### src/rtl/clause_literal_streamer.sv
// Clause literal streamer: stores a zero-terminated CNF literal list and, per
// pass, streams every literal with a "survives reduction" flag under a
// snapshot of the partial assignment, plus an empty-clause conflict flag.
module clause_literal_streamer #(
    parameter int WIDTH    = 4,
    parameter int NUM_VARS = 16,
    parameter int MAX_LITS = 64,
    parameter int CNT_W    = 7
) (
    input  logic                clk,
    input  logic                reset,
    input  logic                clear,
    input  logic                load_valid,
    input  logic [WIDTH:0]      load_literal,
    output logic                load_ready,
    input  logic                start,
    input  logic [NUM_VARS-1:0] assign_set,
    input  logic [NUM_VARS-1:0] assign_val,
    output logic                busy,
    output logic [WIDTH:0]      literal_out,
    output logic                literal_valid,
    output logic                literal_in_reduced_form,
    output logic                inputs_over,
    output logic                conflict,
    output logic [CNT_W-1:0]    lit_count
);
    localparam int AW = (MAX_LITS > 1) ? $clog2(MAX_LITS) : 1;

    typedef enum logic [1:0] {IDLE, SCAN, EMIT, DONE} state_t;
    state_t state, state_nx;

    logic [WIDTH:0]      mem [0:MAX_LITS-1];
    logic [CNT_W-1:0]    ptr, clause_start, clause_end;
    logic [CNT_W-1:0]    ptr_inc, end_inc;
    logic                clause_sat, has_free;
    logic [NUM_VARS-1:0] snap_set, snap_val;

    logic [WIDTH:0]      cur_lit;
    logic [WIDTH-1:0]    cur_var;
    logic                cur_neg, cur_zero, cur_true, cur_free;
    logic                sat_acc, free_acc;
    logic                scan_at_end, scan_last, scan_empty, emit_last;
    logic                load_fire;

    // Literal decode at the current pointer against the assignment snapshot.
    assign cur_lit   = mem[ptr[AW-1:0]];
    assign cur_neg   = cur_lit[WIDTH];
    assign cur_zero  = (cur_lit == '0);
    assign cur_var   = cur_neg ? (~cur_lit[WIDTH-1:0] + 1'b1) : cur_lit[WIDTH-1:0];
    assign cur_true  = !cur_zero && snap_set[cur_var] && (snap_val[cur_var] == !cur_neg);
    assign cur_free  = !cur_zero && !snap_set[cur_var];
    assign sat_acc   = clause_sat | cur_true;
    assign free_acc  = has_free | cur_free;

    assign ptr_inc     = ptr + 1'b1;
    assign end_inc     = clause_end + 1'b1;
    // ptr == lit_count in SCAN only happens on an empty store.
    assign scan_at_end = (ptr >= lit_count);
    // The last stored literal doubles as an implicit terminator.
    assign scan_last   = cur_zero || (ptr_inc == lit_count);
    assign scan_empty  = cur_zero && (ptr == clause_start);
    assign emit_last   = (ptr_inc == clause_end);

    assign load_ready = (state == IDLE) && !clear && !start && (lit_count < CNT_W'(MAX_LITS));
    assign load_fire  = load_valid && load_ready;

    // State register.
    always_ff @(posedge clk) begin
        if (reset) state <= IDLE;
        else       state <= state_nx;
    end

    // Next-state logic.
    always_comb begin
        state_nx = state;
        case (state)
            IDLE: if (start && !clear) state_nx = SCAN;
            SCAN: begin
                if (scan_at_end)
                    state_nx = DONE;
                else if (scan_last) begin
                    if (scan_empty) state_nx = (ptr_inc >= lit_count) ? DONE : SCAN;
                    else            state_nx = EMIT;
                end
            end
            EMIT: if (emit_last) state_nx = (end_inc >= lit_count) ? DONE : SCAN;
            DONE: state_nx = IDLE;
            default: state_nx = IDLE;
        endcase
    end

    // State-decoded outputs.
    always_comb begin
        busy        = (state != IDLE);
        inputs_over = (state == DONE);
    end

    // Literal store write port; contents survive reset and clear.
    always_ff @(posedge clk) begin
        if (!reset && load_fire) mem[lit_count[AW-1:0]] <= load_literal;
    end

    // Pass datapath: pointers, clause accumulators, conflict, registered stream.
    always_ff @(posedge clk) begin
        if (reset) begin
            lit_count               <= '0;
            ptr                     <= '0;
            clause_start            <= '0;
            clause_end              <= '0;
            clause_sat              <= 1'b0;
            has_free                <= 1'b0;
            snap_set                <= '0;
            snap_val                <= '0;
            conflict                <= 1'b0;
            literal_out             <= '0;
            literal_valid           <= 1'b0;
            literal_in_reduced_form <= 1'b0;
        end else begin
            literal_out             <= '0;
            literal_valid           <= 1'b0;
            literal_in_reduced_form <= 1'b0;
            case (state)
                IDLE: begin
                    if (clear)
                        lit_count <= '0;
                    else if (start) begin
                        snap_set     <= assign_set;
                        snap_val     <= assign_val;
                        conflict     <= 1'b0;
                        ptr          <= '0;
                        clause_start <= '0;
                        clause_sat   <= 1'b0;
                        has_free     <= 1'b0;
                    end else if (load_fire)
                        lit_count <= lit_count + 1'b1;
                end
                SCAN: begin
                    if (!scan_at_end) begin
                        if (!scan_last) begin
                            clause_sat <= sat_acc;
                            has_free   <= free_acc;
                            ptr        <= ptr_inc;
                        end else if (scan_empty) begin
                            // Nothing to emit: an empty clause is a conflict outright.
                            conflict     <= 1'b1;
                            ptr          <= ptr_inc;
                            clause_start <= ptr_inc;
                        end else begin
                            clause_sat <= sat_acc;
                            has_free   <= free_acc;
                            clause_end <= cur_zero ? ptr : ptr_inc;
                            ptr        <= clause_start;
                        end
                    end
                end
                EMIT: begin
                    literal_valid           <= 1'b1;
                    literal_out             <= cur_lit;
                    literal_in_reduced_form <= !clause_sat && cur_free;
                    if (emit_last) begin
                        if (!clause_sat && !has_free) conflict <= 1'b1;
                        ptr          <= end_inc;
                        clause_start <= end_inc;
                        clause_sat   <= 1'b0;
                        has_free     <= 1'b0;
                    end else
                        ptr <= ptr_inc;
                end
                default: ;
            endcase
        end
    end
endmodule

### config.mk
export PLATFORM = sky130hd
export DESIGN_NAME = clause_literal_streamer
export DESIGN_NICKNAME = d
export VERILOG_FILES = /design/src/rtl/clause_literal_streamer.sv
export SDC_FILE = /design/constraint.sdc
export NUM_CORES = 1
export LEC_CHECK = 0
export ABC_AREA = 1
export BUFFER_PORTS_ARGS = -buffer_cell sky130_fd_sc_hd__buf_2
export CAP_MARGIN = 20
export CORE_UTILIZATION = 56
export DETAILED_ROUTE_END_ITERATION = 8
export PLACE_DENSITY = 0.73
export SLEW_MARGIN = 10
export SYNTH_ARGS = -nofsm -noshare
export SYNTH_HDL_FRONTEND = slang
export SYNTH_SLANG_ARGS = --single-unit
export TNS_END_PERCENT = 1
### constraint.sdc
create_clock -name clk -period 3.2 [get_ports clk]
set_clock_uncertainty 0.1 [all_clocks]
set_input_delay 0.32 -clock clk [delete_from_list [all_inputs] [get_ports clk]]
set_output_delay 0.32 -clock clk [all_outputs]
set_load 0.005 [all_outputs]
==> results of run 1 <==
## kinds of logic after synthesis
family          Yosys count
buf+inv                 211
simple gates            998
compound gates          200
xor+xnor                 16
fa+ha+maj                29
flops                   398
## how the worst max path moves through the flow
stage                      end  slack (ps)  depth (start not counted)
finish              mem[15][0]          40                          9
global route        mem[15][0]        -190                          9
CTS                 mem[15][0]          30                          9
detailed placement   flip-flop        -100                         25
global placement     flip-flop         -50                         25
floorplan            mem[2][0]         330                          9
## layout by cell type (no fill, tap or decap), types with 8 or more instances in the layout
master and count:
a21oi_1 63, a21oi_2 10, buf_12 16, buf_2 59, buf_4 86, clkbuf_16 45, clkinv_1 10, dfxtp_1 75
dlygate4sd3_1 30, edfxtp_1 320, ha_1 28, inv_1 104, inv_2 9, nand2_1 545, nand2_2 8, nand3_1 271
nand4_1 13, nor2_1 107, nor2_2 13, nor3_1 19, o21ai_0 80, o21ai_1 15, o22ai_1 16, xor2_1 8
## sequential cells by signal, indices dropped and copies added (netlist names), named ones only
name and cells:
mem 320, snap_set 16, snap_val 16, clause_end 7, clause_start 7, lit_count 7
ptr 7, literal_out 5, state 2, clause_sat 1, conflict 1, has_free 1
literal_in_reduced_form 1, literal_valid 1
## metrics by stage
stage	total power, mW	cells	setup WS, ps	setup TNS, ps	utilization
after global routing	13.3	2430	-186	-11750	0.668
after floorplan	7.34	1852	329	0	-
after detailed placement	8.09	2324	-98.1	-305	0.610
after global placement	8.05	2324	-46.4	-86.2	0.610
final	12.8	2430	35.2	0	0.668
after CTS	12.8	2425	34.2	0	0.662
## where the power goes
group	switching (mW)	internal (mW)
Clock	1.96	2.76
Combinational	1.50	0.847
Sequential	0.0730	5.71
Total	3.53	9.32
## metal layers
layer  wire (µm)  share of wire  GRT usage  up-vias
li1            -              -          -     6625
met2       23000           0.49      0.483      592
met3        3640          0.077     0.0421       80
met4        1120          0.024     0.0871        0
met5           0              0          0        -
met1       19300           0.41      0.381     6617
## cells in the mapped netlist, types with 8 or more instances
cell type    n
buf_6       16
o21ai_1     15
inv_2        9
clkbuf_1    27
dfxtp_1     78
xor2_1       8
a21oi_2      9
edfxtp_1   320
a21oi_1     65
nor3_1      20
nor2_1     119
nand4_1     13
ha_1        29
nand2_1    547
inv_1      104
nand3_1    275
o22ai_1     16
buf_4        9
o21ai_0     80
buf_2       35
## timing repair
item | in CTS | in global routing
pin swaps | 0 | 5
hold buffers | 30 | 0
resized for setup | 4 | 27
setup endpoints to repair | 15 | 168
buffers inserted | 0 | 2
gates cloned | 0 | 3
endpoints found under the hold margin | 30 | 0
## worst register-to-register path: stages, from the launching register on
cell and delay, ps:
dfxtp_1 350, inv_1 100, ha_1 280, inv_1 100
nor4_1 340, nand2_1 200, nor2_1 170, buf_4 200
nand4_1 390, nor2_1 560
## area by class of cell
type	count	area (µm²)	area share
clock buffers	47	1080	0.0511
clock inverters	24	249	0.0118
inverters	120	465	0.0220
multi-input cells	1243	6010	0.284
flip-flops and latches	398	11200	0.529
well taps	402	503	0.0238
repair buffers	196	1660	0.0785
==> summary.md, run 1 <==
| Metric | Value |
|---|---|
| Outcome | `finished clean` |
| # diodes | `0` |
| Port-buffer cells | `59` |
| Final non-filler cell area | `between 20,000 and 25,000 µm²` |
| R2R Setup Slk | `~35 ps` |
| Xor/xnor cell area share of the yosys netlist | `0.00858` |
| CP Launch Type | `flip-flop` |
| Reg2Reg Depth | `9` |
| Slew Limit Fails | `0` |
| Via density | `5.73` |
| All-Layer GR Usage | `0.285` |
| Placed Area | `19,300 µm²` |
| Total Routed Length | `47,100 µm` |
| Post-synthesis mux area share | `0` |
| Power Density | `607 nW/µm²` |
| Compound-gate portion of the synthesized area | `0.0617` |
| CP Data Arrival Time | `3230 ps` |
| Largest family of logic cells by synthesized area | `simple AND/OR/NAND/NOR gates` |
| CTS sink cnt | `398` |
| Placer Congestion | `roughly 0.95` |
| CTS tree | `built` |
| Htree depth | `2` |
| Post-route DRC | `0` |
| Nets | `2,070` |
| Top FF cell, synth | `edfxtp_1` |
| Largest net degree at the start of global routing | `65` |
| WS Path Type | `flip-flop to flip-flop` |
| # fillers | `about 2,400` |
| Critical path buffers and inverters | `3` |
| Hold WS | `just under 7 ps` |
| CP cell instances | `inv_1 -> ha_1 -> inv_1 -> nor4_1 -> nand2_1 -> nor2_1 -> buf_4 -> nand4_1 -> nor2_1` |
| Syn Nets | `between 1,500 and 2,000` |
| Synth Cell Area | `18,100 µm²` |
| Via count | `13,900` |
| Final-report setup violation count | `0` |
| Die Ht | `182 µm` |
| Iter 0 DRT Violations | `about 1,700` |
| Worst hold start | `assign_val[0]` |
| Crit path launch | `state[1]` |
| Area grow syn2layout | `16.9%` |
| Cell family with most CP delay | `simple AND/OR/NAND/NOR gates` |
| Syn Area/Cell | `9.76 µm²` |
| First-pass GRT wire length | `about 73,000 µm` |
| Fmax | `0.316 GHz` |
| Max Cap Viol | `0` |
| Actual slew at the worst max-slew pin | `975 ps` |
| DR pass1 iterations | `5` |
| Layout cell share with drive strength beyond 1 | `0.147` |
| Clock latency on the worst-skew pair | `around 530 ps` |
| Synthesized flop and latch total | `398` |
| Reg2reg end | `mem[15][0]` |
| Share of the synthesized area in the top cell type | `0.532` |
| Peak VDD IR | `0.000525 V` |
| Min Tclk post-route | `3160 ps` |
| R2r startpoint | `state[1]` |
| Slew margin rel. | `0.350` |
| Cell taking the most area after synthesis | `edfxtp_1` |
| Core ar. | `31,600 µm²` |
| Simple-Gate Fraction of Synth Area | `0.236` |
| Adder-Cell Fraction of Synth Area | `0.0201` |
| Post-synthesis async set-or-reset flop share | `0` |
| GR Overflow Total | `0` |
| Max FO, Critical Path | `11` |
| Initial antenna violation count | `0` |
| Worst Path Required | `between 3000 and 4000 ps` |
| Routed Antenna Nets | `0` |
| Synthesis Warnings | `0` |
| CTS Buffer Depth | `3` |
| Die W | `182 µm` |
| Root Driver | `clkbuf_16` |
| Clock transition at path regs | `around 60 ps` |
| Syn Inst Count | `roughly 1,900` |
| Critical path endpoint category | `flip-flop` |
| EDFF count, synth | `320` |
| Num CTS Buffers | `40` |
| Initial Utilization | `0.571` |
| CP max stage cell | `nor2_1` |
| Hold Vio Cnt, Final | `0` |
| Row cnt | `65` |
| Vias in the first global route | `13,400` |
| IO Count | `60` |
| Worst hold path endpoint | `snap_val[0]` |
| Die Area | `approximately 33,000 µm²` |
| Period utilisation layout | `0.989` |
| Total leakage power | `8.21 nW` |
| HP Class | `input pin to flip-flop` |
| Max incr delay on CP | `approximately 550 ps` |
| Yosys cell types | `46` |
| Hold Crit Depth | `3` |
| Seq/Total Area, Yosys | `0.618` |
| Ranking of synthesized cells by area | `edfxtp_1 53%, nand2_1 11%, dfxtp_1 8.6%` |
| Routed WL per cell | `slightly below 20 µm` |
| RSZ-0062 raised after global routing | `true` |
| DP Wirelength | `30,600 µm` |
(Power assumes the default switching activity.)
==> inputs of run 2 (changes only) <==
==> constraint.sdc (replaced) <==
create_clock -name clk -period 3.2 [get_ports clk]
set_clock_uncertainty 0.1 [all_clocks]
set_input_delay 0.32 -clock clk [delete_from_list [all_inputs] [get_ports clk]]
set_output_delay 0.32 -clock clk [all_outputs]
set_load 0.1 [all_outputs]
==> run 2 against run 1 <==
Against the previous run:
- combinational power up 27%
- critical path type unchanged
- the run now ends with negative setup slack left
- register-to-register slack worse by 70 ps
- wire length up 7.9%
- design area up 3.3%
- sequential cell count unchanged
- largest power group unchanged
- worst setup slack worse by 68 ps
- core utilization up 2.2 points
==> summary.md, run 2 (same netlist as run 1, synthesis figures left out) <==
| Metric | Value |
|---|---|
| Die W | `182 µm (unchanged)` |
| IO Count | `60 (unchanged)` |
| Htree depth | `2 (unchanged)` |
| Period utilisation layout | `1.01 (was 0.989)` |
| Nets | `2,078 (was 2,070)` |
| Slew margin rel. | `0.432 (was 0.350)` |
| Pwr Total | `13.3 mW (was 12.8 mW)` |
| RSZ-0062 raised after global routing | `true (unchanged)` |
| Die Area | `33,000 µm² (unchanged)` |
| Initial Utilization | `0.571 (unchanged)` |
| Reg area | `11,200 µm² (unchanged)` |
| Failing checks | `negative setup slack` |
| Total Routed Length | `50,800 µm (was 47,100 µm)` |
| Power Density | `610 nW/µm² (was 607 nW/µm²)` |
| Slew Limit Fails | `0 (unchanged)` |
| # fillers | `2,248 (was 2,437)` |
| DR WL met3 | `4900 µm (was 3640 µm)` |
| Final Core Density | `0.690 (was 0.668)` |
| All-Layer GR Usage | `0.290 (was 0.285)` |
| CTS tree | `built (unchanged)` |
| WL met1 | `19,700 µm (was 19,300 µm)` |
| Worst Path Required | `3540 ps (was 3260 ps)` |
| Final WS setup | `-32.9 ps (was 35.2 ps)` |
| First-pass GRT wire length | `73,900 µm (was 73,000 µm)` |
| Outcome | `finished, violations left (was finished clean)` |
| Routed Antenna Nets | `0 (unchanged)` |
| CTS Buffer Depth | `3 (unchanged)` |
| Iter 0 DRT Violations | `1,818 (was 1,739)` |
| Vias in the first global route | `13,600 (was 13,400)` |
| Peak VDD IR | `0.000614 V (was 0.000525 V)` |
| Largest net degree at the start of global routing | `65 (unchanged)` |
| Root Driver | `clkbuf_16 (unchanged)` |
| DR pass1 iterations | `7 (was 5)` |
| DP Wirelength | `29,500 µm (was 30,600 µm)` |
| Final setup TNS | `-63.6 ps (was 0 ps)` |
| GR Overflow Total | `0 (unchanged)` |
| # diodes | `0 (unchanged)` |
| Hold Vio Cnt, Final | `0 (unchanged)` |
| Clock transition at path regs | `60 ps (about the same)` |
| CP Launch Type | `flip-flop (unchanged)` |
| HP Class | `input pin to flip-flop (unchanged)` |
| Placer Congestion | `0.957 (was 0.948)` |
| WS Path Type | `flip-flop to flip-flop (unchanged)` |
| Routed met2 length | `24,600 µm (was 23,000 µm)` |
| Highest metal used | `met4 (unchanged)` |
| Row cnt | `65 (unchanged)` |
| CP Data Arrival Time | `3570 ps (was 3230 ps)` |
| Max Cap Viol | `0 (unchanged)` |
| Fmax | `0.309 GHz (was 0.316 GHz)` |
| R2R Setup Slk | `-30 ps (was 40 ps)` |
| Clock latency on the worst-skew pair | `540 ps (was 530 ps)` |
| Max FFs per register | `320 (unchanged)` |
| Routed WL per cell | `20.8 µm (was 19.4 µm)` |
| CTS sink cnt | `398 (unchanged)` |
| Layout cell share with drive strength beyond 1 | `0.174 (was 0.147)` |
| Port-buffer cells | `59 (unchanged)` |
| Core ar. | `31,600 µm² (unchanged)` |
| Commonest non-fill, non-tap cells in the layout | `536 x nand2_1, 320 x edfxtp_1, 257 x nand3_1, 103 x nor2_1, 99 x inv_1 (was 545 x nand2_1, 320 x edfxtp_1, 271 x nand3_1, 107 x nor2_1, 104 x inv_1)` |
| Commonest non-fill, non-tap cell in the layout | `nand2_1 (unchanged)` |
| Via density | `5.90 (was 5.73)` |
| Area grow syn2layout | `20.8% (was 16.9%)` |
| Total leakage power | `8.43 nW (was 8.21 nW)` |
| Die Ht | `182 µm (unchanged)` |
| Max FO, Critical Path | `25 (was 11)` |
| Min Tclk post-route | `3230 ps (was 3160 ps)` |
| Final-report setup violation count | `2 (was 0)` |
| Initial antenna violation count | `0 (unchanged)` |
| Via count | `14,400 (was 13,900)` |
| Actual slew at the worst max-slew pin | `852 ps (was 975 ps)` |
| Post-route DRC | `0 (unchanged)` |
| Num CTS Buffers | `41 (was 40)` |
| Area of the multi-input gates | `6270 µm² (was 6010 µm²)` |
| Critical path endpoint category | `flip-flop (unchanged)` |
run 2: cell count changes in the layout (fill, tap and decap cells not counted), sizes merged:
cell,previous run,this run
buf,163,153
bufbuf,0,3
bufinv,4,0
clkbuf,50,67
clkinv,18,24
dlygate4sd3,30,31
inv,121,118
run 2: repair_timing:
action / in CTS / in global routing
hold buffers: 31 / 0
resized for setup: 5 / 62
pin swaps: 0 / 16
hold endpoints to repair: 31 / 0
gates cloned: 3 / 19
setup buffers: 0 / 18
setup endpoints to repair: 2 / 29
run 2: worst paths after layout:
kind | endpoint | from | cells after the start
max | ptr[1] | flip-flop | 22
max reg2reg | ptr[1] | flip-flop | 22
min | lit_count[1] | clear | 4
min reg2reg | literal_in_reduced_form | clause_sat | 1
run 2: power by group:
group          internal [mW]  switching (mW)
clock                   2.58            1.96
sequential              5.71          0.0816
combinational           1.09            1.90
total                   9.38            3.94
run 2: layout make-up:
class                           count  area share
Sequential cell                   398       0.512
Multi-Input combinational cell   1243       0.287
Timing Repair Buffer              201      0.0964
Clock buffer                       53      0.0533
Tap cell                          402      0.0230
Inverter                          120      0.0218
Clock inverter                     21     0.00556
Timing Repair inverter              2    0.000802
run 2: per-stage QoR:
| stage | setup slack, ps | std cells | area, µm² | hold slack (ps) |
|---|---|---|---|---|
| after floorplan | -634 | 1852 | 18200 | 290 |
| after global placement | -115 | 2294 | 19200 | 310 |
| after detailed placement | -152 | 2294 | 19200 | 310 |
| after CTS | 14.1 | 2402 | 20900 | 14.7 |
| after global routing | -131 | 2440 | 21800 | 42.8 |
| final | -32.9 | 2440 | 21800 | 35.1 |
run 2: worst max-delay path: stages (launching register included):
cell and delay [ps]:
dfxtp_4 490, buf_12 210, buf_4 150, clkbuf_16 190
nand2_1 80, nand3_1 80, nand3_1 90, nand2_1 140
nand2_1 70, nand3_1 70, nand3_1 200, nand2_4 220
nor2_4 60, nand3_4 100, nand2_4 80, nor2_4 100
buf_6 120, nand2_1 40, nand2_1 100, inv_1 50
nand2_1 50, nand2_1 90, a21oi_4 220
run 2: per-layer routing:
metal  up-vias  global-route usage
li1       6654                   -
met1      6815               0.393
met2       808               0.486
met3       118              0.0369
met4         0              0.0929
met5         -                   0
==> inputs of run 3 (changes only) <==
--- a/config.mk
+++ b/config.mk
@@ -9,6 +9,8 @@
 export BUFFER_PORTS_ARGS = -buffer_cell sky130_fd_sc_hd__buf_2
 export CAP_MARGIN = 20
 export CORE_UTILIZATION = 56
+export CTS_BUF_LIST = sky130_fd_sc_hd__clkbuf_8
+export CTS_CLUSTER_SIZE = 30
 export DETAILED_ROUTE_END_ITERATION = 8
 export PLACE_DENSITY = 0.73
 export SLEW_MARGIN = 10
==> run 3 against run 2 <==
Against the previous run:
- the flow now finishes without violations
- fmax rose by 2.3%
- worst setup slack improved by 71 ps
- count of clock-buffer cells in the layout up 16
- worst hold slack improved by 38 ps
- design area decreased by 0.24%
- combinational power about the same
- clock power fell by 8.4%
- largest cell class unchanged
- largest power group unchanged
- highest routed layer unchanged
==> summary.md, run 3 (same netlist as run 1, synthesis figures left out) <==
| Metric | Value |
|---|---|
| Worst Path Required | `3580 ps (was 3540 ps)` |
| Placer Congestion | `0.957 (unchanged)` |
| DP Wirelength | `29,500 µm (unchanged)` |
| Row cnt | `65 (unchanged)` |
| Post-route DRC | `0 (unchanged)` |
| Max FFs per register | `320 (unchanged)` |
| Clock latency on the worst-skew pair | `600 ps (was 540 ps)` |
| Clock transition at path regs | `70 ps (was 60 ps)` |
| Worst hold path endpoint | `mem[16][0] (was lit_count[1])` |
| Max Cap Viol | `0 (unchanged)` |
| Final setup TNS | `0 ps (was -63.6 ps)` |
| First-pass GRT wire length | `74,300 µm (was 73,900 µm)` |
| R2R Setup Slk | `40 ps (was -30 ps)` |
| # diodes | `0 (unchanged)` |
| CP Data Arrival Time | `3540 ps (was 3570 ps)` |
| Largest net degree at the start of global routing | `65 (unchanged)` |
| Hold Crit Depth | `1 (was 4)` |
| Commonest non-fill, non-tap cell in the layout | `nand2_1 (unchanged)` |
| Total Routed Length | `50,100 µm (was 50,800 µm)` |
| Area grow syn2layout | `20.5% (was 20.8%)` |
| CP Launch Type | `flip-flop (unchanged)` |
| Fmax | `0.316 GHz (was 0.309 GHz)` |
| Critical path endpoint category | `flip-flop (unchanged)` |
| WS Path Type | `flip-flop to flip-flop (unchanged)` |
| Commonest non-fill, non-tap cells in the layout | `529 x nand2_1, 320 x edfxtp_1, 250 x nand3_1, 121 x inv_1, 103 x nor2_1 (was 536 x nand2_1, 320 x edfxtp_1, 257 x nand3_1, 103 x nor2_1, 99 x inv_1)` |
| CTS Buffer Depth | `3 (unchanged)` |
| All-Layer GR Usage | `0.293 (was 0.290)` |
| Max FO, Critical Path | `7 (was 25)` |
| CTS sink cnt | `398 (unchanged)` |
| Final-report setup violation count | `0 (was 2)` |
| Peak VDD IR | `0.000599 V (was 0.000614 V)` |
| Initial antenna violation count | `0 (unchanged)` |
| HP Class | `input pin to flip-flop (unchanged)` |
| Via density | `5.78 (was 5.90)` |
| Total leakage power | `8.49 nW (was 8.43 nW)` |
| Routed WL per cell | `20.2 µm (was 20.8 µm)` |
| Port-buffer cells | `59 (unchanged)` |
| Die W | `182 µm (unchanged)` |
| Nets | `2,106 (was 2,078)` |
| Initial Utilization | `0.571 (unchanged)` |
| Htree depth | `3 (was 2)` |
| Iter 0 DRT Violations | `1,787 (was 1,818)` |
| Slew margin rel. | `0.446 (was 0.432)` |
| Die Ht | `182 µm (unchanged)` |
| Period utilisation layout | `0.988 (was 1.01)` |
| Vias in the first global route | `13,900 (was 13,600)` |
| Min Tclk post-route | `3160 ps (was 3230 ps)` |
| DR pass1 iterations | `6 (was 7)` |
| Hold Vio Cnt, Final | `0 (unchanged)` |
| Worst hold start | `load_literal[0] (was clear)` |
| Routed Antenna Nets | `0 (unchanged)` |
| Actual slew at the worst max-slew pin | `831 ps (was 852 ps)` |
| GR Overflow Total | `0 (unchanged)` |
| Core ar. | `31,600 µm² (unchanged)` |
| Slew Limit Fails | `0 (unchanged)` |
| Die Area | `33,000 µm² (unchanged)` |
| Power Density | `593 nW/µm² (was 610 nW/µm²)` |
| Num CTS Buffers | `66 (was 41)` |
| Hold WS | `73.4 ps (was 35.1 ps)` |
| Via count | `14,400 (about the same)` |
| Root Driver | `clkbuf_8 (was clkbuf_16)` |
| IO Count | `60 (unchanged)` |
| Outcome | `finished clean (was finished, violations left)` |
| Layout cell share with drive strength beyond 1 | `0.187 (was 0.174)` |
| Reg2Reg Depth | `25 (was 22)` |
| CTS tree | `built (unchanged)` |
run 3: cell types whose count changed in the layout (fill, tap and decap cells not counted), moves of 7 or more:
cell       delta
clkinv_1      +8
clkinv_2      -7
nand3_2       +8
nand2_1       -7
clkbuf_16    -48
nand3_1       -7
inv_1        +22
clkbuf_8     +66
run 3: report_power, final:
part           internal, mW  switching [mW]  total, mW
clock                  2.10            2.06       4.16
combinational          1.07            1.89       2.96
sequential             5.71          0.0768       5.79
run 3: final cells by class:
class	instances	area [µm²]
Sequential cell	398	11200
Multi-Input combinational cell	1243	6340
Timing Repair Buffer	205	2040
Fill cell	2309	9850
Tap cell	402	503
Clock inverter	49	263
Timing Repair inverter	1	30.0
Clock buffer	69	950
Inverter	120	480
run 3: how the worst max path moves through the flow:
stage	from	endpoint	slack [ps]	cells past startpoint
3_3_place_gp	flip-flop	flip-flop	-110	24
5_1_grt	flip-flop	flip-flop	-90	25
3_5_place_dp	flip-flop	flip-flop	-150	24
4_1_cts	flip-flop	flip-flop	20	24
6_report	flip-flop	flip-flop	40	25
2_1_floorplan	state[1]	mem[10][0]	-630	9
run 3: repair_timing:
action	CTS	global route
endpoints found under the hold margin	34	0
pin swaps	0	28
setup endpoints to repair	2	29
setup buffers	0	25
gates resized for setup	5	95
gates cloned	3	12
hold buffers	34	0
run 3: critical path, stage by stage (launching register included):
cell and delay, ps:
dfxtp_4 450, buf_6 130, buf_12 110, clkinv_16 80, clkbuf_16 170, nand2_1 70
nand3_1 80, nand3_1 100, nand2_1 70, nand2_1 80, nand3_2 80, nand3_2 130
nand2_4 70, inv_2 80, ha_4 140, inv_2 50, nor2_4 90, nand3_4 100
nand2_4 110, inv_2 50, nor2_4 150, buf_12 130, nand2_1 50, nand2_1 60
nand2_2 70, a21oi_4 220
run 3: metal layers:
layer | up-vias | routed length, µm | GRT usage
met5 | - | 0 | 0
met4 | 0 | 1440 | 0.105
met3 | 106 | 4770 | 0.0568
met2 | 755 | 24300 | 0.489
met1 | 6803 | 19600 | 0.382
li1 | 6722 | - | -
run 3: stage by stage:
step | instances | util | setup WS [ps] | power [mW] | instance area, µm²
detailed placement | 2294 | 0.607 | -152 | 8.29 | 19200
floorplan | 1852 | - | -634 | 7.61 | 18200
global route | 2487 | 0.689 | -93.5 | 13.4 | 21800
finish | 2487 | 0.689 | 38.5 | 12.9 | 21800
CTS | 2449 | 0.660 | 16.7 | 12.5 | 20900
global placement | 2294 | 0.607 | -115 | 8.27 | 19200
